File: src/rtl/mem_access_stage.sv
// MEM pipeline stage: runs loads and stores over a req/ack data-memory bus and presents an aligned result bundle.
// Optional bus watchdog compiled in with `define MEM_ACCESS_TIMEOUT_EN (adds bus_error_out).
module mem_access_stage #(
    parameter int ADDR_W         = 32,
    parameter int TIMEOUT_CYCLES = 255
) (
    input  logic              clk,
    input  logic              reset,
    input  logic              in_valid,
    input  logic [31:0]       alu_result_in,
    input  logic [31:0]       store_data_in,
    input  logic              mem_read_in,
    input  logic              mem_write_in,
    input  logic [1:0]        mem_size_in,
    input  logic              mem_unsigned_in,
    input  logic [4:0]        reg_write_addr_in,
    input  logic              reg_write_en_in,
    output logic              stall_out,
    output logic              dmem_req,
    output logic              dmem_we,
    output logic [ADDR_W-1:0] dmem_addr,
    output logic [31:0]       dmem_wdata,
    output logic [3:0]        dmem_be,
    input  logic              dmem_ack,
    input  logic [31:0]       dmem_rdata,
    output logic              out_valid,
    output logic [31:0]       mem_data_out,
    output logic [31:0]       alu_result_out,
    output logic [4:0]        reg_write_addr_out,
    output logic              reg_write_en_out,
    output logic              misaligned_out
`ifdef MEM_ACCESS_TIMEOUT_EN
    ,
    output logic              bus_error_out
`endif
);

    if (ADDR_W < 3 || ADDR_W > 32 || TIMEOUT_CYCLES < 1) begin : g_param_check
        $error("mem_access_stage: ADDR_W must be 3..32 and TIMEOUT_CYCLES >= 1");
    end

    typedef enum logic {IDLE, ACCESS} state_t;
    state_t state, state_nxt;

    logic        is_mem, misaligned, timeout;
    logic [3:0]  be_calc;
    logic [31:0] wdata_calc, load_data;
    logic [7:0]  lane_b;
    logic [15:0] lane_h;

    // Instruction fields held for the duration of a bus access
    logic [31:0] lat_alu;
    logic [4:0]  lat_rd;
    logic        lat_rd_en, lat_load, lat_unsigned;
    logic [1:0]  lat_size;

    assign stall_out = (state == ACCESS);

    always_comb begin
        is_mem     = mem_read_in | mem_write_in;
        misaligned = 1'b0;
        be_calc    = 4'b1111;
        wdata_calc = store_data_in;
        case (mem_size_in)
            2'b00: begin
                be_calc    = 4'b0001 << alu_result_in[1:0];
                wdata_calc = {4{store_data_in[7:0]}};
            end
            2'b01: begin
                misaligned = alu_result_in[0];
                be_calc    = alu_result_in[1] ? 4'b1100 : 4'b0011;
                wdata_calc = {2{store_data_in[15:0]}};
            end
            default: misaligned = |alu_result_in[1:0];
        endcase
    end

    always_comb begin
        lane_b    = dmem_rdata[{lat_alu[1:0], 3'b000} +: 8];
        lane_h    = dmem_rdata[{lat_alu[1], 4'b0000} +: 16];
        load_data = dmem_rdata;
        case (lat_size)
            2'b00:   load_data = lat_unsigned ? {24'h0, lane_b} : {{24{lane_b[7]}}, lane_b};
            2'b01:   load_data = lat_unsigned ? {16'h0, lane_h} : {{16{lane_h[15]}}, lane_h};
            default: load_data = dmem_rdata;
        endcase
    end

`ifdef MEM_ACCESS_TIMEOUT_EN
    localparam int CNT_W = ($clog2(TIMEOUT_CYCLES + 1) > 8) ? $clog2(TIMEOUT_CYCLES + 1) : 8;
    logic [CNT_W-1:0] wait_cnt;

    // Held at zero in IDLE so every access starts counting from 0
    always_ff @(posedge clk or negedge reset) begin
        if (!reset)
            wait_cnt <= '0;
        else if (state == IDLE)
            wait_cnt <= '0;
        else if (!dmem_ack)
            wait_cnt <= wait_cnt + CNT_W'(1);
    end

    assign timeout = (state == ACCESS) && !dmem_ack && (wait_cnt == CNT_W'(TIMEOUT_CYCLES - 1));
`else
    assign timeout = 1'b0;
`endif

    always_ff @(posedge clk or negedge reset) begin
        if (!reset)
            state <= IDLE;
        else
            state <= state_nxt;
    end

    always_comb begin
        state_nxt = state;
        case (state)
            IDLE:    if (in_valid && is_mem && !misaligned) state_nxt = ACCESS;
            ACCESS:  if (dmem_ack || timeout) state_nxt = IDLE;
            default: state_nxt = IDLE;
        endcase
    end

    always_ff @(posedge clk or negedge reset) begin
        if (!reset) begin
            dmem_req           <= 1'b0;
            dmem_we            <= 1'b0;
            dmem_addr          <= '0;
            dmem_wdata         <= '0;
            dmem_be            <= '0;
            out_valid          <= 1'b0;
            mem_data_out       <= '0;
            alu_result_out     <= '0;
            reg_write_addr_out <= '0;
            reg_write_en_out   <= 1'b0;
            misaligned_out     <= 1'b0;
            lat_alu            <= '0;
            lat_rd             <= '0;
            lat_rd_en          <= 1'b0;
            lat_load           <= 1'b0;
            lat_unsigned       <= 1'b0;
            lat_size           <= '0;
`ifdef MEM_ACCESS_TIMEOUT_EN
            bus_error_out      <= 1'b0;
`endif
        end else begin
            out_valid <= 1'b0;
            if (state == IDLE) begin
                if (in_valid && (!is_mem || misaligned)) begin
                    out_valid          <= 1'b1;
                    alu_result_out     <= alu_result_in;
                    reg_write_addr_out <= reg_write_addr_in;
                    reg_write_en_out   <= reg_write_en_in & ~is_mem;
                    misaligned_out     <= is_mem;
                    mem_data_out       <= '0;
`ifdef MEM_ACCESS_TIMEOUT_EN
                    bus_error_out      <= 1'b0;
`endif
                end else if (in_valid) begin
                    dmem_req     <= 1'b1;
                    dmem_we      <= mem_write_in & ~mem_read_in;
                    dmem_addr    <= {alu_result_in[ADDR_W-1:2], 2'b00};
                    dmem_wdata   <= wdata_calc;
                    dmem_be      <= be_calc;
                    lat_alu      <= alu_result_in;
                    lat_rd       <= reg_write_addr_in;
                    lat_rd_en    <= reg_write_en_in;
                    lat_load     <= mem_read_in;
                    lat_unsigned <= mem_unsigned_in;
                    lat_size     <= mem_size_in;
                end
            end else if (dmem_ack || timeout) begin
                // An ack coinciding with the watchdog expiry still completes normally
                dmem_req           <= 1'b0;
                out_valid          <= 1'b1;
                alu_result_out     <= lat_alu;
                reg_write_addr_out <= lat_rd;
                reg_write_en_out   <= lat_rd_en & dmem_ack;
                misaligned_out     <= 1'b0;
                mem_data_out       <= (lat_load && dmem_ack) ? load_data : '0;
`ifdef MEM_ACCESS_TIMEOUT_EN
                bus_error_out      <= ~dmem_ack;
`endif
            end
        end
    end

endmodule

File: config.mk
export PLATFORM = sky130hd
export DESIGN_NAME = mem_access_stage
export DESIGN_NICKNAME = d
export VERILOG_FILES = /design/src/rtl/mem_access_stage.sv
export SDC_FILE = /design/constraint.sdc
export NUM_CORES = 1
export LEC_CHECK = 0
export BUFFER_PORTS_ARGS = -buffer_cell sky130_fd_sc_hd__buf_2
export CAP_MARGIN = 20
export CORE_MARGIN = 2
export CORE_UTILIZATION = 41
export CTS_CLUSTER_SIZE = 24
export DETAILED_ROUTE_END_ITERATION = 12
export GPL_TIMING_DRIVEN = 0
export PLACE_DENSITY_LB_ADDON = 0.08
export SYNTH_ARGS = -nofsm -noshare
export SYNTH_HDL_FRONTEND = slang
export SYNTH_SLANG_ARGS = --single-unit
File: constraint.sdc
create_clock -name clk -period 3.7 [get_ports clk]
set_clock_uncertainty 0.05 [all_clocks]
set_input_delay 0.925 -clock clk [delete_from_list [all_inputs] [get_ports clk]]
set_output_delay 0.925 -clock clk [all_outputs]
set_load 0.02 [all_outputs]
==> results.toml, run 1 <==
[outcome]
status = "completed"

[place]
placed_area_um2 = 8840
dp_hpwl_um = 15000
gp_congestion = 0.793
io_buffer_count = 251

[logic_synthesis]
async_reset_ff_frac = 1.00
synth_most_common_cell = "dfrtp_1"
yosysWarningCount = 0
ys_ff_latch = 153
syn_inst = 680
synth_area_leader_cell = "dfrtp_1"
synth_common_cells = "153 x dfrtp_1, 119 x nand2_1, 75 x mux2i_1, 75 x o21ai_0, 50 x mux2_2"
syn_area_um2 = 7260
synth_edf_count = 0
ys.flop_type = "dfrtp_1"
synth_top_area_frac = 0.527
synth.area.top_cells = "dfrtp_1 53%, mux2i_1 10%, mux2_2 7.8%, nand2_1 6.2%, o21ai_0 5.2%"
yosysUniqueCellTypes = 41
synth.avg_cell_area_um2 = 10.7
ys_seq_area_frac = 0.527

[job]
maxCapViolCount = 0

[die]
dieArea_um2 = 18800
rows = 48
core-area_um2 = 17300
chipHeight_um = 137
dieWidth_um = 137
initial_core_util = 0.420
ios = 254

[clock_network]
clockBufferDepth = 2
clkTransAtPathRegs_ps = 70
clock_latency_ps = 410
cts_buffers = 17
cts_hold_buf = 0
htreeDepth = 4
cts_root_buf = "clkbuf_16"
cts.sink_count = 153
cts_tree = "yes"
cts_resized = 0
post-cts-setup-buffer-count = 0

[setup_path]
cp-end-kind = "flop"
path_class = "input pin to flop"
critPathArrivalTime_ps = 2430
path_max_fanout = 10
startpoint_type = "input pin"
worstPathRequired_ps = 3920

[sta]
finalCriticalPeriod_ps = 2220
fmax_mhz = 451
worst_pin_slew_ps = 918
min_period_over_period = 0.599
maxSlewViolCount = 0
rsz0062_at_grt = "no"
slew_headroom = 0.388
setup_viol = 0
final_hold_viol_count = 0

[cells_and_area]
area_delta_synth_final_pct = 30.8
layout.nets = 1063
design_area_um2 = 9500
final_core_util = 0.549
drive_above_1_share = 0.420

[detailed_routing]
drt_pass1_iterations = 4
wirelength_um = 20200
viasPerCell = 4.87
route.detailed.wl_per_inst_um = 17.0
ant_nets = 0
vias = 5796
drc_errors = 0
drt-initial-drc-count = 305

[global_routing]
grt_overflow_total = 0
grt_pass1_vias = 5624
track_usage = 0.219
grt_start_max_net_pins = 94
grt_pass1_wl_um = 31300
antenna_found_initial = 0

[pwr]
peakVddDrop_v = 0.000356
p_leak_nw = 4.90
p_total_w = 0.00635
p_per_area_nw_per_um2 = 668

[hold_path]
hp-class = "input pin to asynchronous set/reset pin"
[placed cells by master, fill, tap and decap left out, types with 2 or more instances in the layout]
cell and instances:
dfrtp_1 153, inv_6 2, inv_1 10, buf_6 7, nand3b_1 2, conb_1 2, buf_2 259, o32ai_1 7
clkbuf_16 17, o21ai_0 75, nor2_1 15, nand2_1 119, clkinv_4 3, nor2b_1 11, nor3b_1 2, nand3_2 11
o21ai_1 7, nand3_1 13, nand2b_1 2, a21oi_1 29, mux2i_1 75, clkinv_2 2, buf_4 38, clkinvlp_4 2
mux2_2 50, bufinv_16 5, clkbuf_1 24
[power breakdown]
part           internal, W  switching (W)  leakage, nW
clock network      0.00122       0.000714        0.317
logic             0.000834        0.00124         2.68
registers          0.00210       0.000241         1.91
total              0.00416        0.00219         4.90
[worst max-delay path, stage by stage]
cell and delay (ps):
buf_2 100, nor2_1 70, buf_4 200, o221ai_2 190, buf_2 280, clkbuf_1 480
o21ai_0 190
[final cells by class]
type / count / area, µm²
Timing Repair Buffer: 252 / 1290
Sequential cell: 153 / 3830
Clock buffer: 18 / 439
Buffer: 79 / 503
Tap cell: 225 / 282
Clock inverter: 14 / 219
Antenna cell: 1 / 2.50
Fill cell: 1605 / 7800
Multi-Input combinational cell: 438 / 2890
Inverter: 11 / 41.3
[layer usage]
layer  vias to the layer above  track usage  wire length, µm
li1                       2846            -                -
met1                      2771        0.295             9170
met2                       172        0.349             9430
met3                         7       0.0656             1470
met4                         0       0.0475              140
met5                         -            0                0
[kinds of logic (layout without fill, tap and decap cells)]
| group | Yosys count | in the layout | synth area share |
|---|---|---|---|
| other cells | 1 | 3 | 0.000516 |
| simple gates | 181 | 181 | 0.115 |
| mux | 126 | 126 | 0.183 |
| flops | 153 | 153 | 0.527 |
| compound gates | 129 | 129 | 0.0987 |
| buf+inv | 90 | 374 | 0.0750 |
[registers in the layout, summed over array words and instances (netlist names), 2 cells and up]
register,count
alu_result_out,32
dmem_wdata,32
lat_alu,32
mem_data_out,32
lat_rd,5
reg_write_addr_out,5
dmem_be,4
lat_size,2
[final timing paths]
path / from / to / slack (ps) / depth (start not counted)
worst max-delay path: mem_size_in[1] / dmem_wdata[26]$_DFFE_PN0P_ / 1480 / 7
worst min-delay path: reset / lat_alu[18]$_DFFE_PN0P_ / 380 / 1
worst max register to register: stall_out$_DFF_PN0_ / mem_data_out[23]$_DFFE_PN0P_ / 1670 / 6
worst min register to register: reg_write_addr_out[0]$_DFFE_PN0P_ / reg_write_addr_out[0]$_DFFE_PN0P_ / 420 / 2
max in group asynchronous: reset / dmem_wdata[9]$_DFFE_PN0P_ / 2380 / 2
min in group clk: reg_write_addr_out[0]$_DFFE_PN0P_ / reg_write_addr_out[0]$_DFFE_PN0P_ / 420 / 2
[metrics by stage]
stage               setup slack (ps)  TNS [ps]  cells  hold slack, ps
floorplan                       1460         0    681             429
global placement                -815   -122640   1157             405
global route                    1370         0   1190             403
CTS                             1520         0   1190             395
finish                          1480         0   1191             379
detailed placement              1090         0   1158             415
(Power assumes the default switching activity.)
==> inputs of run 2 (changes only) <==
Clock period 3.7 ns to 2.11 ns, I/O delays scaled along.
==> results.toml, run 2 (synthesized netlist as in run 1, its figures left out) <==
[pwr]
p_per_area_nw_per_um2 = 1170
peakVddDrop_v = 0.000627
sw_frac_of_total = 0.345
power_frac_seq = 0.369
pwr-share-comb = 0.326
p_switching_w = 0.00385
clkPwrFrac = 0.305
p_int_w = 0.00729
p_leak_nw = 4.91

[sta]
setup_tns_ps = 0
rsz0062_at_grt = "no"
final_hold_viol_count = 0
worst_pin_slew_ps = 920
fmax_mhz = 516
slew_headroom = 0.387
min_period_over_period = 0.919
setup_viol = 0
maxSlewViolCount = 0
finalCriticalPeriod_ps = 1940
worst_slack_ps = 170

[outcome]
status = "completed"

[setup_path]
crit_chain = "buf_2, nand2b_1, o311a_1, buf_6, clkbuf_1, nand2_1, o21ai_0"
critPathArrivalTime_ps = 2160
worstPathRequired_ps = 2330
path_class = "flop to flop"
cp-end-kind = "flop"
slowest_delay_ps = 390
startpoint_type = "flop"
path_max_fanout = 10
crit_slowest_cell = "dfrtp_1"

[clock_network]
clockBufferDepth = 2
cts_buffers = 17
post-cts-setup-buffer-count = 0
cts_root_buf = "clkbuf_16"
cts.sink_count = 153
htreeDepth = 4
clock_latency_ps = 410
clkTransAtPathRegs_ps = 60
cts_tree = "yes"

[place]
dp_hpwl_um = 15000
pre_cts_ws_ps = -103
io_buffer_count = 251
dp_cells = 1158
gp_congestion = 0.793

[die]
initial_core_util = 0.420
dieArea_um2 = 18800
ios = 254
core-area_um2 = 17300
dieWidth_um = 137
rows = 48
chipHeight_um = 137

[job]
maxCapViolCount = 0

[global_routing]
grt_pass1_vias = 5636
grt_overflow_total = 0
track_usage = 0.219
grt_pass1_wl_um = 31400
antenna_found_initial = 0
grt_start_max_net_pins = 94

[detailed_routing]
route.detailed.wl_per_inst_um = 17.0
ant_nets = 0
drt-initial-drc-count = 321
vias = 5799
drt_pass1_iterations = 4
drc_errors = 0
wirelength_um = 20200
viasPerCell = 4.86

[hold_path]
hp-class = "input pin to flop"

[cells_and_area]
fin_cells = 1192
drive_above_1_share = 0.421
layout.nets = 1064
area_delta_synth_final_pct = 31.0
layout_common_cells = "259 x buf_2, 153 x dfrtp_1, 119 x nand2_1"
layout_commonest_cell = "buf_2"
## run 2: changes by cell type in the layout (fill, tap and decap cells not counted)
cell           delta
nor2_2            +1
dlygate4sd3_1     +1
buf_1             +1
nor2_1            -1
clkbuf_1          -2
clkbuf_2          +1
## run 2: layer usage
metal | vias up | GRT usage | part of all wire
met5 | - | 0 | 0
met4 | 0 | 0.0475 | 0.0069
met3 | 7 | 0.0656 | 0.073
met2 | 175 | 0.349 | 0.47
met1 | 2766 | 0.295 | 0.45
li1 | 2851 | - | -
## run 2: critical path, delay by kind of cell, from the launching register on
family / cells / cell delay [ps]
buffers and inverters: 3 / 610
and+or+nand+nor: 2 / 300
AOI/OAI and AO/OA: 2 / 440
DFF: 1 / 390
## run 2: timing repair
item                       4_1_cts  5_1_grt
gates resized for setup          0        4
setup endpoints to repair        0       15
hold buffers                     1        0
hold endpoints to repair         3        0
## run 2: final cells by class
cell class | count | area (µm²)
antenna | 1 | 2.50
buffer | 79 | 504
clock buffer | 18 | 439
clock inverter | 14 | 219
fill | 1607 | 7780
inverter | 11 | 41.3
multi-input combinational | 438 | 2890
sequential | 153 | 3830
tap | 225 | 282
timing repair buffer | 253 | 1300
## run 2: worst paths after layout
path                                                   start                                 to  slack (ps)  depth (start not counted)
max reg2reg                              stall_out$_DFF_PN0_      alu_result_out[2]$_DFFE_PN0P_         170                          7
max                                      stall_out$_DFF_PN0_      alu_result_out[2]$_DFFE_PN0P_         170                          7
min                                           dmem_rdata[20]       mem_data_out[20]$_DFFE_PN0P_         310                          3
max in group asynchronous                              reset          dmem_wdata[9]$_DFFE_PN0P_         600                          3
min reg2reg                reg_write_addr_out[0]$_DFFE_PN0P_  reg_write_addr_out[0]$_DFFE_PN0P_         420                          2
min in group asynchronous                              reset            lat_alu[18]$_DFFE_PN0P_         580                          2
## run 2: per-stage QoR
stage,utilization,hold slack [ps],area [µm²],power [W]
CTS,0.550,286,9510,0.0113
detailed placement,0.511,415,8840,0.00783
floorplan,-,182,7260,0.00648
global placement,0.509,405,8800,0.00777
finish,0.550,307,9510,0.0111
global route,0.550,295,9510,0.0118
## run 2: power by group through the flow
stage / clock [W] / sequential [W] / combinational (W)
after floorplan: 0 / 0.00477 / 0.00171
after global placement: 0 / 0.00414 / 0.00363
after detailed placement: 0 / 0.00415 / 0.00368
after CTS: 0.00347 / 0.00411 / 0.00369
after global routing: 0.00360 / 0.00421 / 0.00395
final: 0.00340 / 0.00410 / 0.00364
==> inputs of run 3 (changes only) <==
Settings changed: CORE_MARGIN 2 to not set, CORE_UTILIZATION 41 to 35.
==> results.toml, run 3 (synthesized netlist as in run 1, its figures left out) <==
[outcome]
status = "completed"

[setup_path]
path_class = "flop to flop"
worstPathRequired_ps = 2420
critPathArrivalTime_ps = 2240
path_max_fanout = 10
startpoint_type = "flop"
cp-end-kind = "flop"

[global_routing]
grt_overflow_total = 0
grt_use_met2 = 0.316
track_usage = 0.199
grt_pass1_vias = 5709
busiest_layer = "met2"
grtUsageMet3 = 0.0559
antenna_found_initial = 1
grt_start_max_net_pins = 79
grt_pass1_wl_um = 32800
grt.met1_usage = 0.264

[place]
io_buffer_count = 251
dp_hpwl_um = 15300
placed_area_um2 = 8900
gp_congestion = 0.788

[detailed_routing]
wirelength_um = 20700
drt_pass1_iterations = 4
drt-initial-drc-count = 290
route.detailed.wl_per_inst_um = 16.8
viasPerCell = 4.73
drc_errors = 0
vias = 5843
ant_nets = 0

[clock_network]
cts_buffers = 17
htreeDepth = 4
cts.sink_count = 153
clockBufferDepth = 2
cts_tree = "yes"
cts_root_buf = "clkbuf_16"
post-cts-setup-buffer-count = 0
clkTransAtPathRegs_ps = 70
clock_latency_ps = 430

[pwr]
p_leak_nw = 4.84
sw_frac_of_total = 0.362
clkPwrFrac = 0.274
power_frac_seq = 0.385
pwr-share-comb = 0.342
p_int_w = 0.00680
p_per_area_nw_per_um2 = 1130
p_switching_w = 0.00386
peakVddDrop_v = 0.000556

[die]
rows = 52
dieArea_um2 = 21300
chipHeight_um = 146
ios = 254
dieWidth_um = 146
initial_core_util = 0.358
core-area_um2 = 20300

[cells_and_area]
layout_common_cells = "259 x buf_2, 153 x dfrtp_1, 119 x nand2_1"
layout_commonest_cell = "buf_2"
drive_above_1_share = 0.418
area_delta_synth_final_pct = 30.2
antenna_cells = 0
final_core_util = 0.466
design_area_um2 = 9450
layout.nets = 1063

[sta]
setup_tns_ps = 0
min_period_over_period = 0.917
maxSlewViolCount = 0
setup_viol = 0
fmax_mhz = 517
rsz0062_at_grt = "no"
worst_pin_slew_ps = 856
final_hold_viol_count = 0
slew_headroom = 0.429
holdWs_ps = 0.456
finalCriticalPeriod_ps = 1930

[job]
maxCapViolCount = 0

[hold_path]
hp-class = "input pin to asynchronous set/reset pin"
-- run 3: changes by cell type in the layout (fill, tap and decap cells not counted), sizes merged --
| cell | before | now |
|---|---|---|
| buf | 308 | 307 |
| bufinv | 5 | 1 |
| clkbuf | 41 | 46 |
| clkinv | 5 | 4 |
| clkinvlp | 2 | 4 |
| diode | 1 | 0 |
| dlygate4sd3 | 1 | 0 |
| inv | 13 | 12 |
-- run 3: area by class of cell --
cell class / count / area (µm²)
fillers: 2101 / 10800
repair buffers: 252 / 1290
plain buffers: 79 / 504
flip-flops and latches: 153 / 3830
clock inverters: 10 / 96.3
clock buffers: 22 / 454
well taps: 270 / 338
multi-input cells: 438 / 2890
inverters: 11 / 41.3
-- run 3: power groups by stage --
stage,sequential (W),combinational (W),clock [W]
after floorplan,0.00477,0.00171,0
after global placement,0.00414,0.00367,0
after detailed placement,0.00415,0.00370,0
after CTS,0.00411,0.00370,0.00299
after global routing,0.00421,0.00395,0.00310
final,0.00410,0.00364,0.00292
-- run 3: per-layer routing --
| layer | wire length, µm | up-vias |
|---|---|---|
| li1 | - | 2852 |
| met1 | 9430 | 2791 |
| met2 | 9570 | 174 |
| met3 | 1370 | 24 |
| met4 | 334 | 2 |
| met5 | 13 | - |
-- run 3: final timing paths --
check                                                  from                        endpoint  slack, ps  cells after the start
worst max-delay path                    stall_out$_DFF_PN0_    mem_data_out[15]$_DFFE_PN0P_        180                      6
worst min-delay path                                  reset  alu_result_out[19]$_DFFE_PN0P_        0.5                      1
worst max register to register          stall_out$_DFF_PN0_    mem_data_out[15]$_DFFE_PN0P_        180                      6
worst min register to register  mem_data_out[7]$_DFFE_PN0P_     mem_data_out[7]$_DFFE_PN0P_        420                      1
max in group asynchronous                             reset           lat_rd_en$_DFFE_PN0P_       1190                      2
min in group clk                            mem_unsigned_in        lat_unsigned$_DFFE_PN0P_        280                      2
-- run 3: worst max-delay path, cell delays in order (launching register included) --
cell and delay, ps:
dfrtp_1 340, buf_2 250, nand3_2 250, o21bai_1 250
or3_1 340, clkbuf_1 230, nand3b_1 140
-- run 3: repair_timing --
action | CTS | global route
gates resized for setup | 0 | 3
hold buffers | 0 | 0
setup endpoints to repair | 0 | 12
-- run 3: stage by stage --
step           setup slack (ps)  power (W)  cells
2_1_floorplan               269    0.00648    681
3_3_place_gp              -2130    0.00781   1202
3_5_place_dp               -137    0.00785   1203
4_1_cts                    22.7     0.0108   1235
5_1_grt                    26.5     0.0113   1235
6_report                    176     0.0107   1235
